==> config.mk <==
export PLATFORM = sky130hd
export DESIGN_NAME = lsu
export DESIGN_NICKNAME = d
export VERILOG_FILES = /design/src/rtl/lsu.sv
export SDC_FILE = /design/constraint.sdc
export NUM_CORES = 1
export LEC_CHECK = 0
export ABC_CLOCK_PERIOD_IN_PS = 1900
export CAP_MARGIN = 15
export CORE_ASPECT_RATIO = 0.7
export CORE_MARGIN = 2
export CORE_UTILIZATION = 43
export DETAILED_ROUTE_END_ITERATION = 7
export PLACE_DENSITY = 0.89
export SKIP_CTS_REPAIR_TIMING = 1
export SLEW_MARGIN = 10
export SYNTH_ARGS = -nofsm -noshare
export SYNTH_HDL_FRONTEND = slang
export SYNTH_SLANG_ARGS = --single-unit
==> constraint.sdc <==
create_clock -name clk -period 1.9 [get_ports clk]
set_input_delay 0.38 -clock clk [delete_from_list [all_inputs] [get_ports clk]]
set_output_delay 0.38 -clock clk [all_outputs]
set_load 0.01 [all_outputs]
==> src/rtl/lsu.sv <==
// lsu: RV32 load/store unit on a word-wide req/ack bus; optional REQ timeout with LSU_TIMEOUT_EN.
module lsu #(
  parameter int TIMEOUT_CYCLES = 255
) (
  input  logic        clk,
  input  logic        rst,
  input  logic        start,
  input  logic        is_store,
  input  logic [2:0]  funct3,
  input  logic [31:0] addr,
  input  logic [31:0] wdata,
  output logic        busy,
  output logic        done,
  output logic [31:0] rdata,
  output logic        fault,
  output logic        mem_req,
  output logic        mem_we,
  output logic [31:0] mem_addr,
  output logic [31:0] mem_wdata,
  output logic [3:0]  mem_wstrb,
  input  logic        mem_ack,
  input  logic [31:0] mem_rdata
);
  typedef enum logic [1:0] {IDLE, REQ, DONE} state_t;
  state_t st, st_n;
  logic        store_q;
  logic [2:0]  f3_q;
  logic [31:0] addr_q, wdata_q, ld;
  logic [15:0] sh;
  logic [1:0]  off;
  logic        legal_f, ill, to;
  assign off = addr_q[1:0];
  assign legal_f = is_store ? (!funct3[2] && funct3[1:0] != 2'b11) : (funct3[1:0] != 2'b11 && funct3 != 3'd6);
  assign ill = !legal_f || (funct3[1:0] == 2'b01 && addr[0]) || (funct3[1:0] == 2'b10 && |addr[1:0]);
  assign sh = 16'(mem_rdata >> {off, 3'b000});
  assign ld = f3_q == 3'd0 ? {{24{sh[7]}}, sh[7:0]} :
              f3_q == 3'd1 ? {{16{sh[15]}}, sh[15:0]} :
              f3_q == 3'd4 ? {24'b0, sh[7:0]} :
              f3_q == 3'd5 ? {16'b0, sh[15:0]} : mem_rdata;
`ifdef LSU_TIMEOUT_EN
  localparam int CW = $clog2(TIMEOUT_CYCLES + 1);
  logic [CW-1:0] cnt;
  // cnt holds the ack-less REQ cycles before the current one
  assign to = cnt == CW'(TIMEOUT_CYCLES - 1);
  always_ff @(posedge clk)
    if (rst || st != REQ) cnt <= '0;
    else if (!mem_ack) cnt <= cnt + CW'(1);
`else
  logic unused_to;
  assign to = 1'b0;
  assign unused_to = |TIMEOUT_CYCLES;
`endif
  always_comb begin
    st_n = st == IDLE ? (start ? (ill ? DONE : REQ) : IDLE) :
           st == REQ  ? ((mem_ack || to) ? DONE : REQ) : IDLE;
  end
  always_ff @(posedge clk)
    if (rst) begin
      st      <= IDLE;
      store_q <= 1'b0;
      f3_q    <= '0;
      addr_q  <= '0;
      wdata_q <= '0;
      rdata   <= '0;
      fault   <= 1'b0;
    end else begin
      st <= st_n;
      if (st == IDLE && start) begin
        store_q <= is_store;
        f3_q    <= funct3;
        addr_q  <= addr;
        wdata_q <= wdata;
      end
      if (st_n == DONE) begin
        rdata <= (st == REQ && mem_ack && !store_q) ? ld : '0;
        fault <= st == IDLE || !mem_ack;
      end
    end
  assign busy      = st != IDLE;
  assign done      = st == DONE;
  assign mem_req   = st == REQ;
  assign mem_we    = mem_req && store_q;
  assign mem_addr  = mem_req ? {addr_q[31:2], 2'b00} : '0;
  assign mem_wstrb = mem_we ? (f3_q[1] ? 4'hf : (f3_q[0] ? 4'b0011 : 4'b0001) << off) : '0;
  assign mem_wdata = mem_we ? (f3_q[1] ? wdata_q :
                     (f3_q[0] ? {16'b0, wdata_q[15:0]} : {24'b0, wdata_q[7:0]}) << {off, 3'b000}) : '0;
endmodule

Yosys cells after proc, flatten, opt, wreduce, memory -nomap -nowiden:

Cells that the tools add are included.

* register bits: 103
* bits in latches: 0
* RAM bits: 0
* bits in read-only memories: 0
* bits of input ports: 104
* output and inout bits: 105
* word-level logic and storage cells: 57
* memories kept: 0

* add/subtract/negate cells: 0
* $mul: 0
* divide/modulo/power cells: 0
* magnitude comparators: 0
* equality and inequality tests: 10
* shift-type cells: 3
* muxes and demuxes: 18
* bitwise gates (word level): 0
* reduce and logical (&&, ||, !) cells: 19

Operators with widths (number)
* $mux 32: 8
* $shl 16x5->32: 1
* $shr 32x5->16: 1
* $mux 16: 1
* $mux 2: 6
* $logic_and 1x1->1: 8
* $mux 4: 2
* $eq 2x2->1 const B: 3
* $eq 3x3->1 const B: 2
* $eq 2x1->1 const B: 2
* $logic_not 1->1: 4
* $shl 2x2->4: 1
* $eq 3x1->1 const B: 1
* $logic_not 3->1: 1
* $logic_or 1x1->1: 3
* $ne 3x3->1 const B: 1
* $logic_not 2->1: 1
* $ne 2x2->1 const B: 1
* $reduce_bool 2->1: 1
* $reduce_or 2->1: 1
* $mux 1: 1

Longest topological paths before layout:

* word-level depth: 10
* mapped depth: 7

Worst setup path before layout:

No wires, ideal clock.

* path type: register to output
* start point: register st[1]
* end point: output mem_wdata[10]
* data arrival time: 1.391 ns
* required time: 1.520 ns
* slack: 0.129 ns
* stages on the path, launching flop included: 6
* cells stage by stage: dfxtp_1 -> and2b_2 -> nand2_1 -> clkbuf_1 -> buf_1 -> nor2_1

* cells in the longest elaborated chain, start to end: 3

Ends and longest elaborated chain
* start: declaration: line 25 `state_t st, st_n;`
* start signal: assignment: line 67 `st <= st_n;`
* $eq 2x1->1: line 81 `assign mem_req = st == REQ;`
* $logic_and 1x1->1: line 82 `assign mem_we = mem_req && store_q;`
* $mux 32: line 85 `assign mem_wdata = mem_we ? (f3_q[1] ? wdata_q :`
* end: declaration: line 19 `output logic [31:0] mem_wdata,`

Every way passes these cells.

Final worst setup path:

* start point: register st[1]
* end point: output mem_wdata[2]

The elaborated chain is that of the path after synthesis.

==> results.md <==
* Switch share at 0.287
* First-pass GRT wire length at around 27 mm
* Routed Antenna Nets at 0
* Pwr/cell area at 639 nW/um2
* Post-synth EDFFs at 0
* DRT iter0 DRCs at around 400
* Netlist Area Pre-Place at roughly 4900 um2
* Drt pass-1 iters at 6
* Synth area leader: dfxtp_1
* Layout cells sized above 1 at 0.259
* Post-synth top flop: dfxtp_1
* Seq/Total Area, Yosys at 0.419
* Critical path peak fanout at 6
* Fin nets at ~1,000
* Vias in the first global route at between 5,000 and 6,000
* Setup crit end kind: output pin
* Routed wire length per instance at 18.5 um
* Critical path required time at 1520 ps
* Clk buf depth at 2
* Most instantiated library cell after synthesis: nand2_1
* Sequential share of power at 0.433
* Gpl congestion at 0.875
* FFs w/ async S/R, synth at 0
* Minimum clock period at between 2000 and 2500 ps
* DR vias at between 5,000 and 6,000
* Gr ovfl total at 0
* Top cells by count, synth: nand2_1, dfxtp_1, a21oi_1
* Final Hold Viols at 0
* Worst EP arrival at 1720 ps
* CTS root buffer: clkbuf_16
* Drt drc at 0
* Synth unique cells at 45
* Sw Pwr at between 1.5 and 2 mW
* TritonCTS clock tree: built
* Leak Pwr at approximately 3.8 nW
* Synth top area share at 0.419
* Chip width at about 130 um
* Overall Global Routing Usage at 0.268
* Final Instance Count excl. Fillers at approximately 1,100
* Fin crit share at 1.11
* Die area at ~12,000 um2
* F_max at about 480 MHz
* RSZ-0062 raised after global routing: yes
* Maximum number of pins on one net before global-route repair at 46
* # port buffers at between 200 and 250
* Syn. warnings at 0
* Hold Crit Class: flop to flop
* Final Core Density at 0.773
* Synthesis-to-layout area growth at 74.3%
* Worst skew pair latency at 350 ps
* #FFs+latches synth at a little over 100
* Setup slack after layout at -203 ps
* Num rows at 32
* Antenna fix cells at 0
* H-tree depth at 3
* CP max stage delay at between 300 and 400 ps
* Failing checks: negative setup slack
* Footprint of the multi-input gates at around 3000 um2
* CTS sink count at 103
* IO Count at approximately 210
* Synth top area cells: dfxtp_1, nand2_1, a21oi_1
* HPWL Detailed at 12.3 mm
* Placed cell areas at between 7000 and 8000 um2
* Critical path launch point type: flop
* Clock skew at around 9.4 ps
* Register area at a little over 2000 um2
* Cells after synthesis at 648
* Slew HR at 0.505
* Filler Cell Count at approximately 760
* DR vias/cell at 5.60
* Routed WL at between 15 and 20 mm
* Initial Util at 0.443
* Die Y-Extent at between 90 and 100 um
* Status: finished with violations
* Max IR drop VDD at approximately 0.50 mV
* Max-cap check violation count at 0
* Initial antenna violation count at 0
* Final setup fails at 33
* Design area at around 8600 um2
* Comb power frac at 0.219
* Worst-path cell chain: and2b_4 -> nand2_4 -> nor2_4 -> buf_6 -> buf_6 -> buf_6 -> and2_4 -> buf_6
* Worst slew pin tran at 742 ps
* Worst-path clk slew at roughly 70 ps
* Core area at 11,100 um2
* Slowest cell on the critical path: dfxtp_2
* Clock share of power at 0.349
* Synthesized area per cell at roughly 7.6 um2
* Slew Viols, Final at 0
* Most used cell, CP: buf_6
* Critical setup path kind: flop to output pin
* Total CTS buffers at 9
* Pint at 3.91 mW
* Placed Instances at between 1,000 and 1,500
[registers in the layout (all words and copies together) (netlist names)]
signal	count
addr_q	32
f3_q	3
fault	1
rdata	32
st	2
store_q	1
wdata_q	32
[cell type report]
cell class,count,share of cell area
multi-input cells,485,0.353
clock buffers,9,0.0263
well taps,153,0.0223
repair buffers,287,0.344
flip-flops and latches,103,0.242
inverters,6,0.00394
clock inverters,7,0.00905
[through the flow]
step                      total power [mW]  hold WS (ps)  worst slack (ps)  TNS, ps
after floorplan                       2.88           432               129        0
after global placement                3.39           437              -241   -10670
after detailed placement              3.42           442              -284   -13710
after CTS                             5.31           452              -653   -30470
after global routing                  5.68           470              -258    -4950
final                                 5.48           449              -203    -2830
[worst paths after layout]
path,startpoint,to,slack (ps),depth (start not counted)
worst min register to register,addr_q[9],addr_q[9],450,2
worst max register to register,addr_q[1],rdata[29],170,7
worst max-delay path,st[1],mem_wdata[2],-200,8
worst min-delay path,addr_q[9],addr_q[9],450,2
[power groups by stage]
stage	clock network (mW)	registers [mW]	logic, mW
6_report	1.91	2.37	1.20
5_1_grt	2.01	2.38	1.28
4_1_cts	1.93	2.35	1.02
3_5_place_dp	0	2.40	1.02
3_3_place_gp	0	2.39	0.996
2_1_floorplan	0	2.38	0.501
[worst max-delay path, delay by kind of cell (launching register included)]
| family | cells | cell delay (ps) |
|---|---|---|
| buffers and inverters | 4 | 420 |
| AND/OR/NAND/NOR | 4 | 620 |
| flip-flops | 1 | 320 |
[logic make-up (layout without fill, tap and decap cells)]
group,Yosys count,in the layout,share of synthesized area
compound gates,196,196,0.252
buf+inv,61,309,0.0550
flops,103,103,0.419
mux,8,8,0.0163
other cells,1,2,0.000763
simple gates,279,279,0.256
[routing by layer]
layer,GRT usage,part of all wire,wire [um],vias to the layer above
met1,0.320,0.39,7490,2734
li1,-,-,-,2718
met2,0.473,0.49,9480,355
met4,0.0707,0.035,677,0
met5,0,0,0,-
met3,0.0835,0.090,1740,70
[layout by cell type, fill, tap and decap left out, types with 5 or more instances in the layout]
| master | instances |
|---|---|
| a221oi_4 | 5 |
| nor2_2 | 8 |
| clkbuf_16 | 13 |
| buf_2 | 15 |
| buf_4 | 50 |
| dlymetal6s2s_1 | 32 |
| o21ai_0 | 24 |
| and2_4 | 8 |
| nor2_1 | 10 |
| a21oi_1 | 89 |
| nand2_1 | 178 |
| nand3b_1 | 8 |
| buf_12 | 8 |
| o2bb2ai_1 | 6 |
| o211ai_1 | 8 |
| a22oi_1 | 9 |
| and2_1 | 30 |
| nor3_2 | 6 |
| o21ai_2 | 8 |
| a22o_2 | 6 |
| dfxtp_1 | 99 |
| buf_6 | 38 |
| a22oi_2 | 15 |
| a22o_1 | 6 |
| clkdlybuf4s50_1 | 135 |
| nor2_4 | 14 |
| mux2i_1 | 8 |
Note: power is estimated with default switching activity, not from simulation.
